File: src/rtl/alu_seq.sv
`default_nettype none
// ============================================================================
// Module      : alu_seq
// Description : Registered WIDTH-bit ALU with {V,N,C,Z} flags and valid/ready
//               handshakes. Define ALU_MUL_EN to build the iterative
//               shift-add multiplier on opcode 0 (otherwise opcode 0 is a NOP).
// Revision    : 1.0 - initial release
// ============================================================================
module alu_seq #(
  parameter int WIDTH = 8
) (
  input  logic             clk_in,
  input  logic             rst_n_in,
  input  logic             valid_in,
  output logic             ready_out,
  input  logic [WIDTH-1:0] a_in,
  input  logic [WIDTH-1:0] b_in,
  input  logic [3:0]       opcode_in,
  output logic             valid_out,
  input  logic             ready_in,
  output logic [WIDTH-1:0] ans_out,
  output logic [3:0]       flags_out
);

`ifdef ALU_MUL_EN
  localparam int CNT_W = $clog2(WIDTH + 1);
  typedef enum logic [1:0] {IDLE = 2'd0, DONE = 2'd1, BUSY = 2'd2} state_t;
`else
  typedef enum logic [1:0] {IDLE = 2'd0, DONE = 2'd1} state_t;
`endif

  state_t           state_q, state_d;
  logic [WIDTH-1:0] ans_q, ans_d;
  logic [3:0]       flags_q, flags_d;
  logic             accept;

  logic [WIDTH-1:0] alu_ans;
  logic             alu_v, alu_c;
  logic [WIDTH:0]   add_full, sub_full, inc_full, dec_full;

  assign ready_out = (state_q == IDLE) | ((state_q == DONE) & ready_in);
  assign accept    = valid_in & ready_out;
  assign valid_out = (state_q == DONE);
  assign ans_out   = ans_q;
  assign flags_out = flags_q;

  // Single-cycle datapath; the top bit of each extended sum is carry or borrow.
  always_comb begin
    add_full = {1'b0, a_in} + {1'b0, b_in};
    sub_full = {1'b0, a_in} - {1'b0, b_in};
    inc_full = {1'b0, a_in} + {{WIDTH{1'b0}}, 1'b1};
    dec_full = {1'b0, a_in} - {{WIDTH{1'b0}}, 1'b1};
    alu_ans  = '0;
    alu_v    = 1'b0;
    alu_c    = 1'b0;
    case (opcode_in)
      4'h1: alu_ans = a_in;
      4'h2: begin
        alu_ans = inc_full[WIDTH-1:0];
        alu_c   = inc_full[WIDTH];
        alu_v   = ~a_in[WIDTH-1] & alu_ans[WIDTH-1];
      end
      4'h3: begin
        alu_ans = add_full[WIDTH-1:0];
        alu_c   = add_full[WIDTH];
        alu_v   = (a_in[WIDTH-1] == b_in[WIDTH-1]) & (alu_ans[WIDTH-1] != a_in[WIDTH-1]);
      end
      4'h4: begin
        alu_ans = sub_full[WIDTH-1:0];
        alu_c   = sub_full[WIDTH];
        alu_v   = (a_in[WIDTH-1] != b_in[WIDTH-1]) & (alu_ans[WIDTH-1] != a_in[WIDTH-1]);
      end
      4'h5: begin
        alu_ans = dec_full[WIDTH-1:0];
        alu_c   = dec_full[WIDTH];
        alu_v   = a_in[WIDTH-1] & ~alu_ans[WIDTH-1];
      end
      4'h6: alu_ans = ~a_in;
      4'h7: alu_ans = a_in & b_in;
      4'h8: alu_ans = ~(a_in & b_in);
      4'h9: alu_ans = a_in | b_in;
      4'hA: alu_ans = ~(a_in | b_in);
      4'hB: alu_ans = a_in ^ b_in;
      4'hC: alu_ans = a_in ~^ b_in;
      4'hD: alu_ans = (a_in > b_in) ? a_in : b_in;
      4'hE: alu_ans = (a_in < b_in) ? a_in : b_in;
      4'hF: begin
        alu_c   = (a_in == b_in);
        alu_ans = alu_c ? a_in : '0;
      end
      default: alu_ans = '0;
    endcase
  end

`ifdef ALU_MUL_EN
  logic [2*WIDTH-1:0] prod_q, prod_d, prod_step;
  logic [WIDTH-1:0]   mcand_q, mcand_d;
  logic [CNT_W-1:0]   cnt_q, cnt_d;
  logic [WIDTH:0]     part_sum;

  // prod holds {partial high, remaining multiplier bits}; shifts right each step.
  always_comb begin
    part_sum  = {1'b0, prod_q[2*WIDTH-1:WIDTH]}
              + ({1'b0, mcand_q} & {(WIDTH+1){prod_q[0]}});
    prod_step = {part_sum, prod_q[WIDTH-1:1]};
  end
`endif

  always_comb begin
    state_d = state_q;
    ans_d   = ans_q;
    flags_d = flags_q;
`ifdef ALU_MUL_EN
    prod_d  = prod_q;
    mcand_d = mcand_q;
    cnt_d   = cnt_q;
`endif
    if ((state_q == DONE) && ready_in) state_d = IDLE;
`ifdef ALU_MUL_EN
    if (state_q == BUSY) begin
      prod_d = prod_step;
      cnt_d  = cnt_q - CNT_W'(1);
      if (cnt_q == CNT_W'(1)) begin
        state_d = DONE;
        ans_d   = prod_step[WIDTH-1:0];
        flags_d = {1'b0, prod_step[WIDTH-1], |prod_step[2*WIDTH-1:WIDTH],
                   ~|prod_step[WIDTH-1:0]};
      end
    end
`endif
    if (accept) begin
`ifdef ALU_MUL_EN
      if (opcode_in == 4'h0) begin
        state_d = BUSY;
        mcand_d = a_in;
        prod_d  = {{WIDTH{1'b0}}, b_in};
        cnt_d   = CNT_W'(WIDTH);
      end else
`endif
      begin
        state_d = DONE;
        ans_d   = alu_ans;
        flags_d = {alu_v, alu_ans[WIDTH-1], alu_c, ~|alu_ans};
      end
    end
  end

  always_ff @(posedge clk_in or negedge rst_n_in) begin
    if (!rst_n_in) begin
      state_q <= IDLE;
      ans_q   <= '0;
      flags_q <= '0;
`ifdef ALU_MUL_EN
      prod_q  <= '0;
      mcand_q <= '0;
      cnt_q   <= '0;
`endif
    end else begin
      state_q <= state_d;
      ans_q   <= ans_d;
      flags_q <= flags_d;
`ifdef ALU_MUL_EN
      prod_q  <= prod_d;
      mcand_q <= mcand_d;
      cnt_q   <= cnt_d;
`endif
    end
  end

endmodule
`default_nettype wire

File: config.mk
export PLATFORM = sky130hd
export DESIGN_NAME = alu_seq
export DESIGN_NICKNAME = d
export VERILOG_FILES = /design/src/rtl/alu_seq.sv
export SDC_FILE = /design/constraint.sdc
export NUM_CORES = 1
export LEC_CHECK = 0
export ABC_AREA = 0
export CORE_MARGIN = 5
export CORE_UTILIZATION = 58
export CTS_BUF_LIST = sky130_fd_sc_hd__clkbuf_2
export DETAILED_ROUTE_END_ITERATION = 8
export GPL_TIMING_DRIVEN = 0
export PLACE_DENSITY = 0.88
export SYNTH_ARGS = -nofsm -noshare
export SYNTH_HDL_FRONTEND = slang
export SYNTH_SLANG_ARGS = --single-unit
export TNS_END_PERCENT = 100
File: constraint.sdc
create_clock -name clk_in -period 2.9 [get_ports clk_in]
set_clock_uncertainty 0.2 [all_clocks]
set_input_delay 0.87 -clock clk_in [delete_from_list [all_inputs] [get_ports clk_in]]
set_output_delay 0.87 -clock clk_in [all_outputs]
set_load 0.02 [all_outputs]
==> flow_summary_export.csv <==
group,metric,value,unit
run_status,status,"complete, but fails checks",
run_status,failed_checks,"setup timing",
clock_tree,numCtsBuffers,3,
final_layout,drive_gt1_frac,0.415,
grt,met1_usage,0.472,
grt,grt_first_pass_wirelength,18700,um
grt,gr-total-overflow,0,
final_layout,area_delta_synth_final,52.3,%
clock_tree,ctsHoldBuffers,0,
clock_tree,cts_tree,"yes",
place,place_worst_setup_slack,-1.60,ns
drt,vias,3941,
yosys,synth_nets,427,
grt,grt_start_max_net_pins,13,
timing,slew_viol_final,0,
power,switching_share,0.474,
die,initial_utilization,0.587,
power,seqPwrFrac,0.180,
final_layout,final_cells,509,
clock_tree,clk_pin_slew,0.13,ns
grt,use_met2,0.616,
timing,max_slew.worst_pin.slew,0.764,ns
run,drv_cap,0,
drt,ant_nets,0,
yosys,postSynthRegisterBits,12,
clock_tree,clock-sinks,12,
timing,min_period_over_period,1.12,
critical_path,required,2.90,ns
final_layout,final_util,0.894,
yosys,synthFlopType,"dfrtp_1",
yosys,postSynthCellCount,373,
clock_tree,clk_latency,0.29,ns
drt,via_per_inst,7.74,
power,peakVddDrop,0.181,mV
grt,grtUsageMet3,0.0814,
clock_tree,clk_path_buf_depth,2,
yosys,yosysSeqAreaShare,0.110,
die,coreArea,0.00466,mm^2
final_layout,final_common_cell,"buf_4",
final_layout,antenna_cells,0,
place,dp_cells,463,
critical_path,crit_chain,"buf_8 > ha_4 > inv_2 > fa_2 > nand3b_1 > and2_4 > a2bb2oi_2 > a21oi_2 > a2111o_2 > a221oi_4 > nand4_1 > o41ai_2",
worst_hold_path,min_path_type,"register to register",
die,die_w,78.7,um
power,clkPwrFrac,0.083,
die,num_rows,25,
power,p_int,0.000602,W
drt,firstDrtPassIters,7,
yosys,async_reset_ff_frac,1.00,
drt,drt-total-wl,12900,um
die,die_area,0.00619,mm^2
grt,grt_busiest_layer,"met2",
die,num_io_pins,38,
yosys,yosysWarningCount,0,
grt,grt_pass1_vias,3688,
place,dp_hpwl,7760,um
critical_path,max_stage_delay,0.43,ns
yosys,synth_edf_count,0,
grt,antenna_found_initial,0,
drt,drc,0,
power,p_comb_frac,0.737,
yosys,synth.distinct_cells,72,
timing,timing.final.hold_violations,0,
grt,gr-usage-all-layers,0.381,
final_layout,final_cell_mix,"buf_4 (43), nand2_1 (36), nor2_1 (23), o21ai_0 (19), clkdlybuf4s50_1 (17)",
final_layout,final_nets,510,
critical_path,cpMaxStageDelayCell,"a2111o_2",
critical_path,cp_data_arrival_time,3.24,ns
timing,timing.fmax,0.309,GHz
critical_path,cp-start-kind,"primary input",
timing,hold_ws,0.300,ns
critical_path,worst-path-max-fanout,5,
clock_tree,htree_num_levels,1,
place,portBuffers,36,
yosys,syn_avg_cell_area,7.34,um^2
timing,finalSetupViolCount,10,
drt,routedWlPerCell,25.3,um
timing,worst_slack,-0.335,ns
power,net-switching-power,0.000543,W
timing,final.setup.tns,-1.90,ns
timing,rsz0062_at_grt,"true",
power,p_leak,1.69,nW
yosys,netlist_area,0.00274,mm^2
critical_path,crit_type,"primary input to register",
power,powerDensity,275,mW/mm^2
clock_tree,cts-root-buf,"clkbuf_2",
timing,period_needed,3.23,ns
timing,relSlewSlack,0.488,
drt,drtIter0Drc,833,
critical_path,critPathCaptureType,"register",
die,die_h,78.7,um
place,place.gp.congestion,1.03,
==> cell usage after synthesis, drive strengths merged, types with 3 or more instances <==
master   number  area share
a221o         3       0.011
clkbuf        6      0.0082
nor2         28       0.040
a221oi        9       0.031
a211oi        4       0.011
dfrtp        12        0.11
nand4         8       0.018
o31ai         3      0.0082
o22ai         5       0.011
nor3b         6       0.018
a21oi        17       0.031
o32ai         3      0.0096
nand2        39       0.055
a21o          3      0.0082
and3          3      0.0069
o311ai        4       0.016
nor4          4      0.0091
mux2i         7       0.026
o2111ai       4       0.013
a22oi         6       0.016
ha           28        0.13
a31oi         6       0.014
o21ai        28       0.051
buf          18       0.045
a311oi        3      0.0096
mux2          3       0.012
xnor2         5       0.016
inv          28       0.038
nand3        10       0.018
nand2b       10       0.024
and2          3      0.0069
nor2b         7       0.016
nor3         14       0.026
==> state kept, by name, summed over array words and instances (netlist names) <==
signal / cells
flags_out: 4
ans_out: 7
state_q: 1
==> power groups by stage <==
stage          combinational (W)  sequential, W  clock [W]
6_report                0.000844       0.000206  0.0000948
5_1_grt                 0.000872       0.000210  0.0000996
3_5_place_dp            0.000601       0.000209          0
4_1_cts                 0.000739       0.000206  0.0000830
3_3_place_gp            0.000591       0.000209          0
2_1_floorplan           0.000354       0.000242          0
==> metrics by stage <==
step,cell area (um^2),power (W)
6_report,4170,0.00115
5_1_grt,4170,0.00118
4_1_cts,3970,0.00103
3_5_place_dp,3330,0.000811
3_3_place_gp,3330,0.000800
2_1_floorplan,2910,0.000597
==> layout make-up <==
| class | instances | area, um^2 |
|---|---|---|
| flip-flops and latches | 12 | 300 |
| fillers | 214 | 493 |
| clock buffers | 3 | 15.0 |
| multi-input cells | 308 | 2690 |
| clock inverters | 1 | 3.75 |
| repair buffers | 81 | 737 |
| plain buffers | 22 | 221 |
| well taps | 54 | 67.6 |
| inverters | 28 | 136 |
==> cells by family after synthesis <==
kind of cell             count (synthesis)  synth area share
AND/OR/NAND/NOR                        143             0.273
XOR/XNOR                                 5            0.0160
AO/OA/AOI/OAI                          119             0.316
flip-flops                              12             0.110
multiplexers                            11            0.0476
adder cells (fa/ha/maj)                 30             0.143
buffers and inverters                   53            0.0951
==> per-layer routing <==
metal	share of wire	vias to the layer above
met5	0	-
met4	0.090	0
met3	0.15	166
met2	0.43	450
met1	0.33	1754
li1	-	1571
==> repair_timing <==
item,CTS,global route
setup buffers,35,9
cloned,1,1
setup endpoints to repair,12,10
pin swaps,32,18
gates resized for setup,175,42
==> critical path, delay by kind of cell <==
family / cells / cell delay [ns]
simple gates: 3 / 0.54
buf+inv: 2 / 0.16
compound gates: 5 / 1.10
fa+ha+maj: 2 / 0.57
==> worst paths after layout <==
check                            from            to  slack (ns)  cells past startpoint
max                           b_in[0]  flags_out[0]       -0.33                     12
min                        ans_out[6]    ans_out[6]        0.30                      2
max reg2reg                state_q[0]  flags_out[0]        0.55                      8
min reg2reg                ans_out[6]    ans_out[6]        0.30                      2
max in group asynchronous    rst_n_in    state_q[0]        1.45                      1
min in group asynchronous    rst_n_in    ans_out[4]        0.70                      1
No activity file was read; power rests on OpenSTA's default activity.
